===== src/rtl/regfile_pkg.sv =====
// Shared widths and index type for the register file and its scoreboard.
package regfile_pkg;
   localparam int DATA_W   = 32;
   localparam int ADDR_W   = 5;
   localparam int NUM_REGS = 2 ** ADDR_W;

   localparam logic [ADDR_W-1:0] ZERO_REG = 5'd0;

   typedef logic [ADDR_W-1:0] reg_idx_t;
endpackage


===== src/rtl/decoder_5to32.sv =====
// One-hot index decoder; register 0 never gets an enable.
module decoder_5to32
   import regfile_pkg::*;
(
   input  logic                En,
   input  reg_idx_t            Idx,
   output logic [NUM_REGS-1:0] OneHot
);

   always_comb begin
      OneHot = '0;
      if (En && (Idx != ZERO_REG)) begin
         OneHot[Idx] = 1'b1;
      end
   end

endmodule


===== src/rtl/reg_file_scoreboard.sv =====
// Register file with write-through read bypass and a pending-write scoreboard
// that raises the decode stall on RAW/WAW hazards against in-flight destinations.
module reg_file_scoreboard
   import regfile_pkg::*;
(
   input  logic              Clk,
   input  logic              Rst,
   input  reg_idx_t          ReadRegA,
   input  reg_idx_t          ReadRegB,
   output logic [DATA_W-1:0] ReadDataA,
   output logic [DATA_W-1:0] ReadDataB,
   output logic              BusyA,
   output logic              BusyB,
   input  logic              IssueValid,
   input  reg_idx_t          IssueReg,
   output logic              Stall,
   input  logic              WriteEn,
   input  reg_idx_t          WriteReg,
   input  logic [DATA_W-1:0] WriteData,
   output logic [ADDR_W:0]   PendingCount
);

   logic [DATA_W-1:0]   regs [NUM_REGS];
   logic [NUM_REGS-1:0] pending;
   logic [NUM_REGS-1:0] wr_hot;
   logic [NUM_REGS-1:0] set_hot;
   logic [ADDR_W:0]     pend_cnt;

   logic wr_match_a;
   logic wr_match_b;
   logic wr_match_issue;
   logic busy_issue;
   logic issue_ok;
   logic cnt_inc;
   logic cnt_dec;

   assign wr_match_a     = WriteEn && (WriteReg == ReadRegA);
   assign wr_match_b     = WriteEn && (WriteReg == ReadRegB);
   assign wr_match_issue = WriteEn && (WriteReg == IssueReg);

   // A writeback landing this cycle retires the old producer, so it hides the busy bit.
   assign BusyA      = pending[ReadRegA] & ~wr_match_a;
   assign BusyB      = pending[ReadRegB] & ~wr_match_b;
   assign busy_issue = pending[IssueReg] & ~wr_match_issue;

   assign Stall    = IssueValid & (BusyA | BusyB | busy_issue);
   assign issue_ok = IssueValid & ~Stall;

   assign ReadDataA = (wr_match_a && (WriteReg != ZERO_REG)) ? WriteData : regs[ReadRegA];
   assign ReadDataB = (wr_match_b && (WriteReg != ZERO_REG)) ? WriteData : regs[ReadRegB];

   decoder_5to32 u_wr_dec (
      .En     (WriteEn),
      .Idx    (WriteReg),
      .OneHot (wr_hot)
   );

   decoder_5to32 u_set_dec (
      .En     (issue_ok),
      .Idx    (IssueReg),
      .OneHot (set_hot)
   );

   // An accepted issue always targets a bit that is clear or being cleared this
   // cycle, so the set and clear terms alone give the exact popcount delta.
   assign cnt_inc = |set_hot;
   assign cnt_dec = |(wr_hot & pending);

   always_ff @(posedge Clk or negedge Rst) begin
      if (!Rst) begin
         pending  <= '0;
         pend_cnt <= '0;
         for (int i = 0; i < NUM_REGS; i++) begin
            regs[i] <= '0;
         end
      end else begin
         pending <= (pending & ~wr_hot) | set_hot;
         case ({cnt_inc, cnt_dec})
            2'b10:   pend_cnt <= pend_cnt + (ADDR_W+1)'(1);
            2'b01:   pend_cnt <= pend_cnt - (ADDR_W+1)'(1);
            default: pend_cnt <= pend_cnt;
         endcase
         for (int i = 0; i < NUM_REGS; i++) begin
            if (wr_hot[i]) begin
               regs[i] <= WriteData;
            end
         end
      end
   end

   assign PendingCount = pend_cnt;

endmodule


===== config.mk =====
export PLATFORM = sky130hd
export DESIGN_NAME = reg_file_scoreboard
export DESIGN_NICKNAME = d
export VERILOG_FILES = /design/src/rtl/regfile_pkg.sv /design/src/rtl/decoder_5to32.sv /design/src/rtl/reg_file_scoreboard.sv
export SDC_FILE = /design/constraint.sdc
export NUM_CORES = 2
export LEC_CHECK = 0
export BUFFER_PORTS_ARGS = -buffer_cell sky130_fd_sc_hd__buf_2
export CAP_MARGIN = 20
export CORE_UTILIZATION = 28
export DETAILED_ROUTE_END_ITERATION = 6
export HOLD_SLACK_MARGIN = 0.15
export PLACE_DENSITY_LB_ADDON = 0.15
export SKIP_CTS_REPAIR_TIMING = 1
export SKIP_LAST_GASP = 1
export SYNTH_ARGS = -nofsm -noshare
export SYNTH_HDL_FRONTEND = slang
export SYNTH_SLANG_ARGS = --single-unit

===== constraint.sdc =====
create_clock -name Clk -period 5.1 [get_ports Clk]
set_clock_uncertainty 0.2 [all_clocks]
set_input_delay 1.53 -clock Clk [delete_from_list [all_inputs] [get_ports Clk]]
set_output_delay 1.53 -clock Clk [all_outputs]
set_load 0.005 [all_outputs]

# Yosys cells after proc, flatten, opt, wreduce, memory -nomap -nowiden
# Cells that the tools add are included.
[word_totals]
ff_bits = 1062
out_inout_bits = 73
wordCells = 101
[op_classes]
n_addsub = 2
order_cmp = 8
eq_ne = 5
mux = 21
bitwise = 17
reduce_logical = 14
[ops]
columns = ["cell", "count"]
rows = [
  ["32-bit binary-select mux with 5-bit select", 2],
  ["32-bit 2-to-1 mux", 8],
  ["32-bit AND", 2],
  ["32-bit OR reduction", 2],
  ["32-bit inverter", 1],
  ["32-bit OR", 1],
  ["5-bit by 6-bit < comparator with 1-bit output, second input constant", 4],
  ["1-bit binary-select mux with 5-bit select", 3],
  ["5-bit == test", 3],
  ["6-bit greater-or-equal comparator, second input constant", 2],
  ["5-bit inverter with 6-bit output", 2],
  ["6-bit one-hot mux with 2 select lines", 1],
  ["1-bit demux with 5-bit select", 2],
  ["5-bit by 1-bit greater-or-equal comparator with 1-bit output, second input constant", 2],
  ["5-bit nonzero test", 2],
  ["1-bit logical AND", 9],
  ["6-bit by 1-bit adder with 6-bit output, second input constant", 1],
  ["6-bit by 1-bit subtractor with 6-bit output, second input constant", 1],
  ["1-bit AND", 5],
  ["1-bit 2-to-1 mux", 5],
  ["1-bit inverter", 4],
  ["2-bit by 1-bit == test with 1-bit output, second input constant", 1],
  ["2-bit == test, second input constant", 1],
  ["1-bit OR", 2],
  ["2-bit nonzero test", 1],
]

# Depth between registers and ports, before layout
[logic_depth]
depth_word = 14
ltp_mapped = 17

# Modules after synthesis
# From an unflattened synthesis, not the netlist that was laid out.
[hier_totals]
hier_cells = 3644
area_unflattened_um2 = 57751.6
[modules_own_cells]
columns = ["mod", "instances", "cells_per_inst", "area_per_inst_um2", "seq_area_each_um2"]
rows = [
  ["reg_file_scoreboard", 1, 3548, 57276.2, 26575.5],
  ["decoder_5to32", 2, 48, 237.7, 0.0],
]

# Worst setup path after synthesis
# Ideal clock, no wire load.
[synth_path]
kind = "input to output"
start = "in ReadRegA[0]"
end = "out ReadDataA[16]"
arrival_time_ns = 3.474
path_slack_ns = -0.104
stages = 6
cell_sequence = "buf_2 buf_1 mux4_2 mux4_2 mux2i_1 o21ai_0"
[synth_via]
elab_chain_cells = 5
word_cells_on_any_way = 8
[synth_lines]
columns = ["element", "line", "rtl"]
rows = [
  ["start, declared", "reg_file_scoreboard.sv:8", "input reg_idx_t ReadRegA,"],
  ["5-bit inverter with 6-bit output (implied by the code)", "reg_file_scoreboard.sv:49", "assign ReadDataA = (wr_match_a && (WriteReg != ZERO_REG)) ? WriteData : regs[ReadRegA];"],
  ["32-bit binary-select mux with 5-bit select", "reg_file_scoreboard.sv:49", ""],
  ["32-bit 2-to-1 mux (implied by the code) (2 in a row)", "reg_file_scoreboard.sv:49", ""],
  ["32-bit 2-to-1 mux *", "reg_file_scoreboard.sv:49", ""],
  ["end, declared", "reg_file_scoreboard.sv:10", "output logic [DATA_W-1:0] ReadDataA,"],
]
# Every way passes the cells marked *; elsewhere a longest branch is shown, timed or not. The select of a mux whose other input is x is not followed.

# Final worst setup path
[layout_path]
start = "in ReadRegA[0]"
end = "out ReadDataA[26]"
# The elaborated chain is that of the path after synthesis.

==> summary.md <==
| Metric | Value |
|---|---|
| Sw frac | `27.3%` |
| Synth cell types | `52` |
| Mux share of post-synthesis cell area | `between 40% and 50%` |
| CTS tree | `built` |
| Die area | `~210,000 sq um` |
| Clk slew on worst S/H paths | `60 ps` |
| Area delta synth->final | `22.2%` |
| Final WL | `roughly 200,000 um` |
| Startpoint Class | `input port` |
| Core area | `203,000 sq um` |
| Yosys warning count | `0` |
| Power Density | `384 nW/um^2` |
| Synthesized area per cell | `16.0 sq um` |
| Final hold vios | `0` |
| Max_slew headroom | `25.4%` |
| Die Y | `roughly 450 um` |
| Failing checks | `negative setup slack` |
| Post-synth EDFFs | `0` |
| Slew Limit Fails | `0` |
| Post-Synth XOR/XNOR Area | `0.306%` |
| Setup_tns | `-17,490 ps` |
| CP endpoint kind | `primary output` |
| ANT nets after route | `0` |
| Sw power | `7360 uW` |
| Slew @ Worst Pin | `between 1000 and 1500 ps` |
| Min-Delay Path Class | `flop to flop` |
| Initial core utilization | `28.3%` |
| Worst skew pair latency | `790 ps` |
| Delay-heaviest family, CP | `multiplexers` |
| Worst endpoint required time | `3370 ps` |
| Syn_nets | `3,639` |
| Clk pwr share | `~36%` |
| H-tree depth | `4` |
| CTS Buffer Depth | `3` |
| Max-Cap Viols | `0` |
| Routability congestion estimate | `0.779` |
| Internal power | `19,500 uW` |
| Fin worst setup slack | `-354 ps` |
| Setup CP Type | `input port to primary output` |
| Vias/cell | `5.29` |
| Clock Tree Root | `clkbuf_16` |
| Post-placement cell count | `between 6,000 and 7,000` |
| Maximum vdd drop | `249 uV` |
| Antenna violations before repair | `5` |
| Compound-Gate Fraction of Synth Area | `1.73%` |
| Comb power frac | `22.5%` |
| Remaining DRCs | `0` |
| Pleak | `0.0296 uW` |
| Starting DRT DRC Count | `2,169` |
| Share of synthesized registers carrying an async set or reset | `100%` |
| Final design utilization | `34.5%` |
| Crit-path slowest cell | `mux4_2` |
| Port-buffer cells | `128` |
| Final min period | `5450 ps` |
| Drt wl/cell | `between 30 and 40 um` |
| CP Buf/Inv Count | `6` |
| Critical path arrival | `3720 ps` |
| Pre-CTS setup slack | `-660 ps` |
| Crit path cell chain | `buf_16, buf_12, clkbuf_16, buf_4, mux4_2, mux4_2, mux2i_2, buf_4, o21ai_1, buf_2` |
| Fmax | `0.183 GHz` |
| Period utilisation layout | `107%` |
| Share of layout cells above drive strength 1 | `~64%` |
| Maximum fanout along the worst path | `8` |
| Die width | `454 um` |
| Simple-gate share of the synthesized area | `1.52%` |
| Synth Flop Type | `dfrtp_1` |
| Top Ports | `between 100 and 150` |
| Sequential-to-total area share from yosys stat | `46.4%` |
| First-pass GRT wire length | `291,000 um` |
| Detailed placement HPWL | `121,000 um` |
| Largest family of logic cells by synthesized area | `multiplexers` |
| Pin count of the biggest net entering global routing | `124` |
| Antenna cells | `0` |
| Largest stage delay, worst path | `slightly below 500 ps` |
| Final Net Count | `3,957` |
| GRT Residual Overflow | `0` |
| FP Rows | `between 150 and 200` |
| Seq cells post-synth | `1,062` |
| Commonest non-fill, non-tap cells in the layout | `dfrtp_1, mux2_2, mux4_2, buf_4, clkbuf_16` |
| Setup violators final | `66` |
| Vias in the first global route | `around 38,000` |
| Adder-Cell Fraction of Synth Area | `less than 1%` |
| CTS Buf Count | `132` |
| Setup repair after global routing missed its margin | `yes` |
| Total power | `about 27,000 uW` |
| Initial DRT Pass Iterations | `6` |
| Non-filler cells in the finished layout | `6,668` |
| Clock Sinks | `1,062` |
| Total vias in the final route | `around 35,000` |
| Flop-to-flop setup slack | `approximately 1200 ps` |
| Mapped Area | `57,300 sq um` |
| Syn Inst Count | `roughly 3,600` |
| Most common cell after layout, fill and taps aside | `dfrtp_1` |
| Status | `finished, violations left` |
| Proportion of power drawn by flip-flops and latches | `roughly 42%` |
| Gr usage total | `about a fifth` |
==> per-layer routing <==
metal / up-vias / wire, um / global-route usage (%)
li1: 14700 / - / -
met1: 19700 / 91900 / 27.2
met2: 708 / 98100 / 32.0
met3: 252 / 6970 / 2.61
met4: 0 / 5230 / 5.63
met5: - / 0 / 0
==> stage by stage <==
stage | hold slack (ps) | instance area (sq um)
after floorplan | 241 | 57400
after global placement | 178 | 64300
after detailed placement | 182 | 64300
after CTS | 196 | 68600
after global routing | 205 | 70000
final | 192 | 70000
==> sequential cells by signal, indices dropped and copies added, names as in the netlist <==
register      flops
regs           1024
pending          32
PendingCount      6
==> cell families after synthesis <==
group,Yosys count
DFF,1062
xor gates and xnor gates,20
buffers and inverters,418
muxes,1734
adders and majority gates,6
and+or+nand+nor,184
AOI/OAI and AO/OA,153
==> cell usage after synthesis (2+ instances only) <==
library cell  count  area (sq um)
dfrtp_1        1062         26600
mux2_2          994         11200
mux4_2          659         14800
clkbuf_1        216           811
buf_2           143           716
nand2_1          95           357
o21ai_0          85           425
mux2i_1          81           811
buf_1            47           176
nor2_1           28           105
o21ai_1          28           140
xor2_1           13           114
nand2b_1          9          56.3
nand3_1           9          45.0
nor2b_1           7          43.8
xnor2_1           7          61.3
inv_1             6          22.5
nand3b_1          6          45.0
nor4_1            6          37.5
a32o_1            5          50.1
a32oi_1           5          43.8
ha_1              5          62.6
o2111ai_4         5           131
o22ai_1           5          31.3
nand4_1           4          25.0
a21oi_1           3          15.0
and2_1            3          18.8
buf_4             3          22.5
buf_6             3          33.8
nand4b_1          3          26.3
a211oi_1          2          15.0
a221oi_1          2          17.5
a22oi_1           2          15.0
and3_1            2          12.5
nor3_1            2          10.0
nor3b_1           2          15.0
nor3b_2           2          25.0
o21a_1            2          15.0
o21bai_1          2          15.0
or3_1             2          12.5
==> final timing paths <==
check / startpoint / end / cells past startpoint
hold / removal: regs[1003] / regs[1003] / 0
max in group asynchronous: Rst / regs[952] / 3
min in group asynchronous: Rst / regs[934] / 1
setup reg to reg: pending[3] / PendingCount[5] / 14
setup / recovery: ReadRegA[0] / ReadDataA[26] / 10
hold reg to reg: regs[1003] / regs[1003] / 0
==> cell type report <==
| cell class | count | area, sq um |
|---|---|---|
| multi-input cells | 2097 | 29500 |
| repair buffers | 596 | 6270 |
| well taps | 2672 | 3340 |
| flip-flops and latches | 1062 | 26600 |
| clock inverters | 33 | 429 |
| fillers | 19400 | 133000 |
| inverters | 6 | 22.5 |
| clock buffers | 202 | 3940 |
==> power by group through the flow <==
| stage | registers, uW | logic (uW) | clock network [uW] |
|---|---|---|---|
| global placement | 11400 | 5840 | 0 |
| floorplan | 10900 | 4100 | 0 |
| CTS | 11300 | 5930 | 9830 |
| global route | 11500 | 6490 | 10200 |
| finish | 11300 | 6040 | 9540 |
| detailed placement | 11400 | 5910 | 0 |
No activity file was read; power rests on OpenSTA's default activity.
